File: config.mk
export PLATFORM = sky130hd
export DESIGN_NAME = match_interval_logger
export DESIGN_NICKNAME = d
export VERILOG_FILES = /design/src/rtl/match_interval_logger.sv
export SDC_FILE = /design/constraint.sdc
export NUM_CORES = 1
export LEC_CHECK = 0
export BUFFER_PORTS_ARGS = -buffer_cell sky130_fd_sc_hd__buf_2
export CORE_UTILIZATION = 60
export DETAILED_ROUTE_END_ITERATION = 10
export MAX_ROUTING_LAYER = met4
export PLACE_DENSITY = 0.89
export SYNTH_ARGS = -nofsm -noshare
export SYNTH_HDL_FRONTEND = slang
export SYNTH_SLANG_ARGS = --single-unit
File: constraint.sdc
create_clock -name clk -period 5.65 [get_ports clk]
set_input_delay 0.565 -clock clk [delete_from_list [all_inputs] [get_ports clk]]
set_output_delay 0.565 -clock clk [all_outputs]
set_load 0.005 [all_outputs]
File: src/rtl/match_interval_logger.sv
// rtl/match_interval_logger.sv - gap-between-matches logger with show-ahead FIFO
module match_interval_logger #(
  parameter int CNT_W = 8,
  parameter int DEPTH = 4
) (
  input  logic                       clk,
  input  logic                       reset_n,
  input  logic                       match,
  input  logic                       clear,
  input  logic                       rd_ready,
  output logic                       rd_valid,
  output logic [CNT_W-1:0]           rd_data,
  output logic [CNT_W-1:0]           match_count,
  output logic [$clog2(DEPTH):0]     level,
  output logic                       overflow
);

  localparam int PW = $clog2(DEPTH);
  localparam int LW = PW + 1;
  localparam logic [LW-1:0]    FULL_LVL = LW'(DEPTH);
  localparam logic [CNT_W-1:0] CNT_MAX  = {CNT_W{1'b1}};

  logic [CNT_W-1:0] mem [DEPTH];
  logic [CNT_W-1:0] gap;
  logic [PW-1:0]    wr_ptr;
  logic [PW-1:0]    rd_ptr;
  logic             full;
  logic             pop;
  logic             push;

  assign full     = (level == FULL_LVL);
  assign rd_valid = (level != '0);
  assign rd_data  = mem[rd_ptr];

  // A pop in the same edge frees a slot, so a full FIFO can still accept the push.
  assign pop  = rd_valid && rd_ready && !clear;
  assign push = match && !clear && (!full || pop);

  always_ff @(posedge clk or negedge reset_n) begin
    if (!reset_n) begin
      gap         <= '0;
      match_count <= '0;
      wr_ptr      <= '0;
      rd_ptr      <= '0;
      level       <= '0;
      overflow    <= 1'b0;
    end else if (clear) begin
      gap         <= '0;
      match_count <= '0;
      wr_ptr      <= '0;
      rd_ptr      <= '0;
      level       <= '0;
      overflow    <= 1'b0;
    end else begin
      if (match) begin
        gap <= '0;
        if (match_count != CNT_MAX)
          match_count <= match_count + 1'b1;
        if (full && !pop)
          overflow <= 1'b1;
      end else if (gap != CNT_MAX) begin
        gap <= gap + 1'b1;
      end

      if (push)
        wr_ptr <= wr_ptr + 1'b1;
      if (pop)
        rd_ptr <= rd_ptr + 1'b1;

      case ({push, pop})
        2'b10:   level <= level + 1'b1;
        2'b01:   level <= level - 1'b1;
        default: level <= level;
      endcase
    end
  end

  // Storage needs no reset; entries are only observed while rd_valid is high.
  always_ff @(posedge clk) begin
    if (push)
      mem[wr_ptr] <= gap;
  end

endmodule

==> results of run 1 <==
## worst register-to-register path, delay by kind of cell (launching register included)
family | cells | cell delay, ns
AOI/OAI and AO/OA | 3 | 0.78
adders and majority gates | 1 | 0.45
DFF | 1 | 0.56
and+or+nand+nor | 2 | 0.60
## worst min-delay path by stage
stage | startpoint | to | slack (ns)
global placement | overflow | overflow | 0.48
global route | reset_n | rd_ptr[1] | 0.27
CTS | reset_n | match_count[3] | 0.25
floorplan | reset_n | gap[0] | 0.27
detailed placement | overflow | overflow | 0.49
finish | reset_n | rd_ptr[0] | 0.23
## cells in the mapped netlist (all sizes together), types with 2 or more instances
library cell / number
nand3: 8
edfxtp: 32
nand2: 12
nand2b: 3
mux2: 4
a31oi: 4
nor2: 11
clkbuf: 3
a211oi: 2
nand4: 4
and2: 5
o21ai: 8
and3: 4
nor3: 6
ha: 6
nor2b: 2
mux2i: 2
a21oi: 11
mux4: 8
o311ai: 2
a2111oi: 2
nor4b: 2
xor2: 3
and4: 2
dfrtp: 24
inv: 5
or3: 3
buf: 6
## stage by stage
step	hold slack (ns)	util, %	instances	power, W
5_1_grt	0.272	70.8	274	0.000828
6_report	0.230	70.8	274	0.000797
4_1_cts	0.250	70.8	274	0.000800
3_3_place_gp	0.477	68.0	266	0.000537
2_1_floorplan	0.269	-	200	0.000515
3_5_place_dp	0.486	68.0	266	0.000541
## cell families after synthesis
logic type	share of synthesized area (%)
and+or+nand+nor	14.1
DFF	58.7
AOI/OAI and AO/OA	11.0
buffers and inverters	2.49
muxes	9.22
adders and majority gates	3.57
xor gates and xnor gates	0.988
## flip-flops by register name, summed over array words and instances, names as in the netlist
signal / cells
level: 3
rd_ptr: 2
mem: 32
overflow: 1
gap: 8
match_count: 8
wr_ptr: 2
## routing by layer
layer | vias up | GRT usage, %
li1 | 816 | -
met1 | 877 | 31.1
met2 | 65 | 40.3
met3 | 10 | 4.93
met4 | 0 | 11.5
met5 | - | -
## area by class of cell
| cell class | count | share of cell area [%] |
|---|---|---|
| clock buffers | 5 | 2.36 |
| clock inverters | 3 | 1.59 |
| inverters | 5 | 0.644 |
| multi-input cells | 130 | 35.4 |
| flip-flops and latches | 56 | 53.6 |
| well taps | 50 | 2.15 |
| repair buffers | 25 | 4.29 |
## power groups by stage
stage,clock network [W],logic (W),registers [W]
2_1_floorplan,0,0.0000578,0.000457
3_5_place_dp,0,0.0000715,0.000470
3_3_place_gp,0,0.0000686,0.000468
5_1_grt,0.000282,0.0000811,0.000464
4_1_cts,0.000267,0.0000725,0.000461
6_report,0.000264,0.0000721,0.000461
==> results summary, run 1 <==
0 antenna diodes ended up in the layout. The clock tree root buffer cell is sky130_fd_sc_hd__clkbuf_8. After synthesis, the largest area contributor takes up 36.1% of total cell area.

The tree built by TritonCTS fans out to 56 sinks. The count of buffering cells on the critical path with inverters included came out at 0. For this run, design rule violations remaining after detail routing come to 0. The slew at the pin closest to its max-slew limit is 0.607 ns. The switching share of power came out at 23.3%. The mean instance size in the synthesized netlist is 13.3 µm². The synthesized instance count came out at 200. The height of the chip came out at 68.6 µm. Prior to clock tree synthesis, the placed netlist has a worst setup slack of 3.07 ns.

The number of slew-limit violations in the final report was 0. The worst register-to-register path ends at level[2]. The worst register-to-register path has a depth of 6. Data on the critical path arrives at its endpoint at 2.67 ns. Setup repair after global routing left no endpoint under its margin. The aggregate negative setup slack is 0 ns. Detailed routing placed a total of 261 µm of wire on met3. The library cell used most frequently in the layout, excluding fill and tap cells, is sky130_fd_sc_hd__edfxtp_1. In the layout the commonest cells are 32 x sky130_fd_sc_hd__edfxtp_1, 25 x sky130_fd_sc_hd__buf_2, 24 x sky130_fd_sc_hd__dfrtp_1. The final cell area excluding filler cells is 2920 µm². The post-synthesis sequential element count came out at 56. The count of fill cells added during filler insertion came out at 265.

The post-place instance area is 2800 µm². The biggest fanout along the worst timing path is 12. In this run the tool buffered the top-level ports with 25 buffer cells.

The synthesized design spends more area on one cell type than any other, namely sky130_fd_sc_hd__edfxtp_1. The number of flops mapped to enable cells by yosys is 32. The clock network fraction of design power came out at 33.1%. The sequential element share of the synthesized area came out at 58.7%. For the worst setup path, the data required time is 5.84 ns. For this run, the leading register cell type out of synthesis is sky130_fd_sc_hd__edfxtp_1. The total number of yosys warnings came out at 0. The area taken by multi-input logic gates is 1030 µm².

The I/O pin count came out at 26. The overall track demand over capacity in global routing came out at 25.3%. The net count reported at finish is 235. The die covers 4700 µm². The first-pass GRT wire length is 8140 µm. The share of the cycle needed by the critical path after routing came out at 44.0%. The layout overhead on the synthesized area is 9.60%. The setup skew after layout came out at 0.00692 ns.

The number of global-route vias before repair came out at 1657. The worst register-to-register path begins at level[0]. Of the total power, registers draw 57.8%. The post-CTS resize count came out at 0. The TritonCTS buffer count is 5. After floorplanning, the core was sized to cover 4120 µm².

The number of nets produced by synthesis is 212. The final hold violation count was 0. The most critical setup path has its startpoint at level[0]. The maximum buffer depth of the clock tree came out at 2.

The remaining number of nets flagged by the antenna check after routing came out at 0. The path length in cells of the critical path came out at 6. The detail-routed net length per standard cell is 18.7 µm. STA classifies the critical path endpoint as a register.

Counting I/O delays and the setup requirement, the final critical path takes 2.48 ns. The share of cells above drive strength 1 came out at 22.3%. The number of levels in the clock H-tree is 2. The TritonCTS clock tree is done.

The worst pin sits at a relative slew slack of 59.6%. The combinational share of power came out at 9.0%. The timing endpoint of the critical path is level[2]. Across all setup checks in the final design, the least slack found is 3.17 ns.

In this run the top signal layer used is met4. The initial core utilization is 64.6%. The number of buffers added for setup after CTS is 0. After floorplanning, the core was divided into 23 placement rows. The power density normalized to cell area is 273 nW/µm². The internal power came out at 0.000611 W.

In this run the worst hold path is classified as primary input to asynchronous set/reset pin. The worst voltage drop across the vdd grid is 0.000140 V. The routed design has 5130 µm of wire. The wire length on met1 came out at 2210 µm. The count of TritonRoute iterations in the first routing pass came out at 5.

The cell family with the largest share of critical-path delay is compound AO/OA/AOI/OAI gates. The vias per cell is 6.45. The slack of the worst reg-to-reg path came out at 3.17 ns. The combined flip-flop and latch cell area is 1560 µm².

The die is 68.6 µm wide. The worst setup path is launched from a register. The clock edge transition at the registers on the reported setup and hold paths came out at 0.10 ns.

The area of the mapped netlist is 2660 µm². The count of vias placed by the detailed router came out at 1768. For this run, the slowest stage of the critical path takes 0.56 ns.

In the synthesized netlist the async set-or-reset flop fraction comes to 42.9%. Ranked by total cell area, the synthesized netlist is headed by sky130_fd_sc_hd__edfxtp_1 36%, sky130_fd_sc_hd__dfrtp_1 23%, sky130_fd_sc_hd__mux4_2 6.8%. In this run, the number of DRC markers left after iteration 0 of detailed routing was 153. The final weighted congestion of routability-driven global placement is 0.888. The hold buffer count at cts came out at 0. The number of max-cap violations is 0. After detailed routing, the met2 layer carries 2580 µm of wire. Traced cell by cell, the critical path runs through o31ai_1 -> nor2_1 -> fa_1 -> or3b_2 -> a32oi_1 -> a31oi_1. The final number of setup-violating endpoints is 0. Entering global routing, the biggest net connects 25 pins. Once detailed placement completed, the half-perimeter wirelength came to 3280 µm. The highest achievable clock rate came out at 402 MHz.

The run finished with clean final reports. On the critical path, the stage with the largest delay is an instance of sky130_fd_sc_hd__dfrtp_1. The critical path is of the register to register type. For this design the static power due to leakage is 1.16 nW. The remaining global-route overflow is 0. The initial antenna violation count came out at 0. The clock network latency to the later pin of the worst-skew pair is 0.31 ns. Summed over all nets, the switching power comes to 0.000186 W. The distinct cell type count of the synthesized netlist came out at 49.
Power figures use the tool's default switching activity.
==> run 2: changes to the inputs <==
- ABC_AREA: not set -> 1
- CORE_UTILIZATION: 60 -> 52
- PLACE_DENSITY: 0.89 -> 0.82
- clock period: 5.65 -> 2.2 ns (I/O delays scaled with it)
==> run 2 against run 1 <==
Net effect:
- flip-flop and latch count stayed put
- core utilization decreased by 9.7 points
- setup slack worse by 2.9 ns
- largest cell class unchanged
- via count is 11% higher
==> results summary, run 2 <==
The count of nets left with antenna violations once routing finished came out at 0. The reported leakage power is 1.30 nW. Summed over all failing endpoints, the final setup total negative slack is 0 ns. The number of buffers added for setup after CTS is 0. For the worst-skew pair, the clock arrives at the later sink with an insertion delay of 0.30 ns. The synthesized design spends more area on one cell type than any other, namely sky130_fd_sc_hd__edfxtp_1. STA classifies the critical path endpoint as a register. The mapped netlist covers 2610 µm². Yosys printed 0 warnings.

Yosys instantiated no cell more often than sky130_fd_sc_hd__nand2_1. The tightest hold path in the finished design has a slack of 0.235 ns. The number of max-cap violations came out at 0.

Headroom to the max-slew limit came out at 64.5%. The critical path's largest stage delay is 0.46 ns. Counting both buffers and inverters, the worst setup path holds a total of 3. The library cell used most frequently in the layout, excluding fill and tap cells, is sky130_fd_sc_hd__nand2_1. The startpoint-to-endpoint class of the critical path is register to register. The TritonCTS buffer count came out at 5. The sequential element share of the synthesized area is 59.9%.

The final number of setup-violating endpoints is 0. The post-detailed-routing wire length came out at 5100 µm. The final weighted congestion of routability-driven global placement came out at 0.841.

The flow ran to the end, and the final reports show no timing, DRC or antenna violations. The HPWL after detailed placement came out at 3610 µm. The net count reported at finish came out at 315.

After clock tree synthesis, the clock-pin slew on the worst setup and hold paths is 0.09 ns. The hold buffer count at cts is 1. Sorting the synthesized cells by how often they occur yields 49 x sky130_fd_sc_hd__nand2_1, 39 x sky130_fd_sc_hd__nor2_1, 32 x sky130_fd_sc_hd__edfxtp_1, 28 x sky130_fd_sc_hd__inv_1, 25 x sky130_fd_sc_hd__nand3_1. The count of vias placed by the detailed router came out at 1963. The height of the chip came out at 72.8 µm.

The mean instance size in the synthesized netlist came out at 9.62 µm². The vias per cell came out at 5.29. For this run, the detailed router's first-pass iteration total came to 4. The total instance count after detailed placement came out at 362. The slew at the pin closest to its max-slew limit is 0.533 ns.

The number of slew-limit violations in the final report came out at 0. Counting flops with a built-in enable in the synthesized netlist gives 32. The path type of the worst min-delay path is primary input to register. The cell repeated most along the worst path is sky130_fd_sc_hd__nand2_1. No sink is reached through more buffers than the 2 on the longest clock path. The largest registers in the layout are mem x32, gap x8, match_count x8.

The overall track demand over capacity in global routing is 21.3%. The final period demand of the worst path is 1.95 ns. The initial antenna violation count is 0. The highest achievable clock rate came out at 512 MHz. The number of levels in the clock H-tree is 2.

Ranked by total cell area, the synthesized netlist is headed by sky130_fd_sc_hd__edfxtp_1 37%, sky130_fd_sc_hd__dfrtp_1 23%, sky130_fd_sc_hd__nand2_1 7.1%. The synthesized instance count came out at 271. For this design the top-level I/O count stands at 26. The flip-flop count of the largest register, all copies and words added came out at 32. The worst voltage drop across the vdd grid came out at 0.000503 V. The async set or reset register ratio after synthesis is 42.9%. The chip width is 72.8 µm.

In the final routed layout, each cell accounts on average for 13.7 µm. At the worst endpoint, the arrival time is 2.20 ns. The most used flip-flop cell after synthesis is sky130_fd_sc_hd__edfxtp_1. Clock skew on the completed layout was measured at 0.00704 ns.

The switching share of power is 29.2%. CTS placed an instance of sky130_fd_sc_hd__clkbuf_8 at the clock tree root. Relative to the synthesized area, the layout overhead comes to 12.2%. At the worst endpoint, the required time is 2.45 ns.

In the layout the commonest cells are 49 x sky130_fd_sc_hd__nand2_1, 39 x sky130_fd_sc_hd__nor2_1, 32 x sky130_fd_sc_hd__edfxtp_1. The core region is 4790 µm². The repair_antennas step left the layout with diodes totalling 0.

The final hold violation count is 0. The number of global-route vias before repair is 1855. The initial core utilization is 54.5%. The distinct cell type count of the synthesized netlist is 25. The floorplan has 25 rows. The post-CTS resize count is 0.

The first-iteration detailed-routing DRC count came out at 133. The cell family with the largest share of critical-path delay is simple AND/OR/NAND/NOR gates. Traced cell by cell, the critical path runs through nor2_1 -> nand2_1 -> nand3_1 -> inv_1 -> fa_1 -> inv_1 -> nand2_1 -> nand2_1 -> inv_1 -> nand2_1 -> nand2_1 -> nor2_1 -> nand2_1 -> nand2_1. The combinational share of power came out at 19.1%. The clock network fraction of design power came out at 25.3%.

The share of cells above drive strength 1 is 15.5%. The largest net degree at the start of global routing is 25. The share of the cycle needed by the critical path after routing came out at 88.8%. TritonCTS built the clock tree. Setup repair after global routing left no endpoint under its margin. The category of the worst setup path launch point is a register. The power density normalized to cell area came out at 749 nW/µm².

The die outline area came out at 5300 µm². Excluding fillers, the count of instances in the completed layout stands at 371. The count of buffers added on input and output ports is 25. When the netlist entered floorplanning its net count stood at 283. Of all nets on the critical path, the largest fanout is 5.

The slowest stage of the critical path belongs to the cell sky130_fd_sc_hd__dfrtp_1. The remaining design rule violation count came out at 0. The post-synthesis sequential element count is 56.

The register containing the most flip-flops in the final layout is mem. Across all setup checks in the final design, the least slack found is 0.247 ns. The setup slack at placement is 0.301 ns. The area share of the largest cell type after synthesis came out at 36.9%. In this run the power spent charging and discharging nets is 0.000639 W. Cell internal power was estimated by the tool at 0.00155 W. The fraction of power consumed by sequential logic came out at 55.6%. The first global-routing pass estimated 8390 µm of wire.

The TritonCTS sink count is 56. The remaining global-route overflow came out at 0.
==> run 2: cell types whose count changed in the layout (fill, tap and decap cells not counted), moves of 8 or more <==
| cell | previous run | this run |
|---|---|---|
| sky130_fd_sc_hd__inv_1 | 5 | 28 |
| sky130_fd_sc_hd__mux4_2 | 8 | 0 |
| sky130_fd_sc_hd__nand2_1 | 12 | 49 |
| sky130_fd_sc_hd__nand3_1 | 8 | 25 |
| sky130_fd_sc_hd__nor2_1 | 11 | 39 |
| sky130_fd_sc_hd__o21ai_0 | 8 | 24 |
==> run 2: logic make-up after synthesis <==
group	count (synthesis)	synth area share, %
flops	56	59.9
fa+ha+maj	7	3.65
buf+inv	36	5.71
simple gates	131	22.1
compound gates	39	7.97
xor+xnor	2	0.672
==> run 2: power groups by stage <==
stage | Combinational (W) | Sequential (W) | Clock [W]
floorplan | 0.000263 | 0.00122 | 0
global placement | 0.000402 | 0.00123 | 0
detailed placement | 0.000417 | 0.00124 | 0
CTS | 0.000421 | 0.00122 | 0.000569
global route | 0.000477 | 0.00123 | 0.000604
finish | 0.000420 | 0.00122 | 0.000554
==> run 2: worst paths after layout <==
path                       startpoint             end  slack, ns  cells past startpoint
min                             clear        overflow       0.23                      2
min in group asynchronous     reset_n  match_count[3]       0.42                      2
max                          level[0]        level[2]       0.25                     14
max reg2reg                  level[0]        level[2]       0.25                     14
max in group asynchronous     reset_n          gap[1]       1.42                      2
min reg2reg                  overflow        overflow       0.53                      2
==> run 2: cell type report <==
cell class / instances / area, µm²
clock buffers: 5 / 68.8
clock inverters: 3 / 22.5
fillers: 404 / 1860
inverters: 28 / 105
multi-input cells: 179 / 896
flip-flops and latches: 56 / 1560
well taps: 67 / 83.8
repair buffers: 33 / 188
==> run 2: metal layers <==
| metal | vias up | global-route usage [%] | share of wire [%] |
|---|---|---|---|
| li1 | 978 | - | - |
| met5 | - | - | 0 |
| met4 | 0 | 2.40 | 0.18 |
| met1 | 937 | 26.9 | 45 |
| met2 | 46 | 36.7 | 50 |
| met3 | 2 | 4.42 | 4.0 |
==> run 2: through the flow <==
stage	power, W	utilization (%)	instance area [µm²]
floorplan	0.00149	-	2610
global placement	0.00163	59.0	2820
detailed placement	0.00166	59.0	2820
CTS	0.00221	61.1	2930
global route	0.00231	61.1	2930
finish	0.00219	61.1	2930
==> run 3: changes to the inputs <==
- ABC_AREA: 1 -> not set
- CORE_UTILIZATION: 52 -> 53
- PLACE_DENSITY: 0.82 -> 0.84
==> run 3 against run 2 <==
Net effect:
- setup slack got worse by 0.15 ns
- sequential power fell by 4%
- count of clock-buffer cells in the layout did not move
- core utilization rose by 1.4 points
- clock power rose by 4.0%
- hold slack improved by 0.032 ns
- wire length fell by 9.7%
- die area rose by 0.14%
- power fell by 11%
- critical path depth fell by 8
- largest cell class unchanged
==> results summary, run 3 (same netlist as run 1, synthesis figures left out) <==
The worst hold path belongs to the class primary input to register. For this design, the sink count on the clock tree is 56. The total number of placement rows is 25.

The register with the most flip-flops in the layout has 32 of them. The largest net degree at the start of global routing came out at 25. The final number of setup-violating endpoints came out at 0.

Summed over all failing endpoints, the final setup total negative slack is 0 ns. The number of levels in the clock H-tree came out at 2. The depth of the worst register-to-register path came out at 6.

The setup skew after layout came out at 0.00760 ns. Leaving out fill and tap cells, the most frequent cell in the layout is sky130_fd_sc_hd__edfxtp_1. For this configuration, the core starts out at a cell density of 55.6%. The highest achievable clock rate came out at 476 MHz. The remaining design rule violation count is 0.

The critical path goes through o31ai_4 -> nor2_1 -> fa_1 -> or3b_2 -> a32oi_1 -> a31oi_1. In this run the clock root is driven by a sky130_fd_sc_hd__clkbuf_8. The post-CTS resize count is 0.

Global routing consumed, over all layers together, 20.5% of the routing resources. The first-iteration detailed-routing DRC count is 83. Before antenna repair, the detailed router went through 4 iterations. The largest registers in the layout are mem x32, gap x8, match_count x8. The vias per cell is 5.76.

The internal power came out at 0.00148 W. The reported leakage power is 1.20 nW. The core area is 4790 µm².

The height of the chip is 72.8 µm. STA classifies the critical path startpoint as a register. The first-pass GRT wire length is 7850 µm.

Clock-pin slew was measured on the worst setup and hold paths at 0.10 ns. The count of vias placed by the detailed router came out at 1723. The clock network latency to the later pin of the worst-skew pair came out at 0.31 ns.

The category of the worst setup path capture point is a register. On the worst path, the slowest cell contributes a delay of 0.48 ns. Once detailed placement completed, the half-perimeter wirelength came to 3190 µm.

The share of the cycle needed by the critical path after routing is 95.4%. The library cells used most frequently in the layout, excluding fill and tap cells, are 32 x sky130_fd_sc_hd__edfxtp_1, 25 x sky130_fd_sc_hd__buf_2, 24 x sky130_fd_sc_hd__dfrtp_1. The net count reported at finish came out at 243.

The I/O pin count is 26. The final hold violation count came out at 0. The switching share of power is 24.6%. The slew at the pin closest to its max-slew limit came out at 0.558 ns. Data on the critical path arrives at its endpoint at 2.29 ns. Combinational logic burns 10.9% of the power. The remaining number of nets flagged by the antenna check after routing is 0. After detailed routing, the average wire length per cell comes to 15.4 µm. The number of max-cap violations came out at 0. The power density normalized to cell area is 654 nW/µm². The worst max-slew margin expressed relative to the limit is 62.8%. The number of global-route vias before repair is 1623. The placed instances occupy a cell area of 2890 µm². Summed over all layers, the routed wires come to 4610 µm. The cell with the largest stage delay on the worst path is sky130_fd_sc_hd__or3b_2.

Clock tree synthesis inserted a total of 5 buffers. The number of slew-limit violations in the final report came out at 0. The fraction of power consumed by sequential logic came out at 59.7%. The required time of the worst setup path came out at 2.40 ns. The final period demand of the worst path came out at 2.10 ns.

The initial antenna violation count is 0. The share of cells above drive strength 1 is 25.0%. The floorplan step defined a die boundary enclosing 5310 µm². The worst hold path depth came out at 4. The startpoint-to-endpoint class of the critical path is register to register. Setup repair after global routing left no endpoint under its margin.

The number of buffer cells added on primary ports came out at 25. The final cell area excluding filler cells is 2990 µm². The final weighted congestion of routability-driven global placement is 0.825. The TritonCTS clock tree is done.

The number of inserted diodes is 0. The register containing the most flip-flops in the final layout is mem. No sink is reached through more buffers than the 2 on the longest clock path. The remaining global-route overflow is 0. The run finished with clean final reports. The area growth from synthesis to layout is 12.6%. The switching power total is 0.000482 W.

The die is 72.8 µm wide. The utilization of the core after routing is 62.6%. The worst voltage drop across the vdd grid is 0.000291 V.

The clock network fraction of design power came out at 29.4%. The biggest fanout along the worst timing path came out at 5.
[run 3: cell types whose count changed in the layout (fill, tap and decap cells not counted), sizes merged, moves of 7 or more]
cell   before  now
mux4        0    8
o21ai      24    8
inv        29    6
nor2       39   11
o22ai       8    1
nand3      26    8
nand2      51   12
[run 3: final cells by class]
class                   instances  area [µm²]
flip-flops and latches         56        1560
clock inverters                 3        27.5
multi-input cells             130        1050
clock buffers                   5        68.8
well taps                      67        83.8
fillers                       388        1790
inverters                       5        18.8
repair buffers                 33         188
[run 3: repair_timing]
item / CTS / global route
hold buffers: 1 / 0
setup buffers: 0 / 0
endpoints found under the hold margin: 24 / 0
[run 3: worst paths after layout]
check	to	start	slack [ns]
setup / recovery	level[2]	level[0]	0.10
hold / removal	rd_ptr[0]	rd_ready	0.27
setup reg to reg	level[2]	level[0]	0.10
hold reg to reg	overflow	overflow	0.51
max in group asynchronous	overflow	reset_n	1.41
min in group asynchronous	gap[4]	reset_n	0.42
[run 3: metal layers]
metal | global-route usage [%] | vias up | part of all wire, %
li1 | - | 832 | -
met1 | 25.9 | 838 | 46
met2 | 33.4 | 48 | 48
met3 | 4.14 | 5 | 3.7
met4 | 6.54 | 0 | 1.4
met5 | - | - | 0
[run 3: metrics by stage]
step / instances / setup slack (ns) / hold slack, ns / total power [W]
6_report: 299 / 0.101 / 0.267 / 0.00196
4_1_cts: 299 / 0.0811 / 0.261 / 0.00198
3_5_place_dp: 290 / 0.0947 / 0.244 / 0.00141
3_3_place_gp: 290 / 0.161 / 0.241 / 0.00140
5_1_grt: 299 / 0.0231 / 0.272 / 0.00203
2_1_floorplan: 200 / 0.00381 / -0.0756 / 0.00133
[run 3: worst max-delay path, delay by kind of cell, from the launching register on]
family | cells | cell delay, ns
compound gates | 3 | 0.57
simple gates | 2 | 0.56
fa+ha+maj | 1 | 0.43
flops | 1 | 0.42
[run 3: power groups by stage]
stage | registers, W | clock network, W | logic [W]
final | 0.00117 | 0.000576 | 0.000213
after global routing | 0.00118 | 0.000621 | 0.000238
after CTS | 0.00117 | 0.000589 | 0.000216
after detailed placement | 0.00119 | 0 | 0.000214
after global placement | 0.00119 | 0 | 0.000208
after floorplan | 0.00117 | 0 | 0.000154
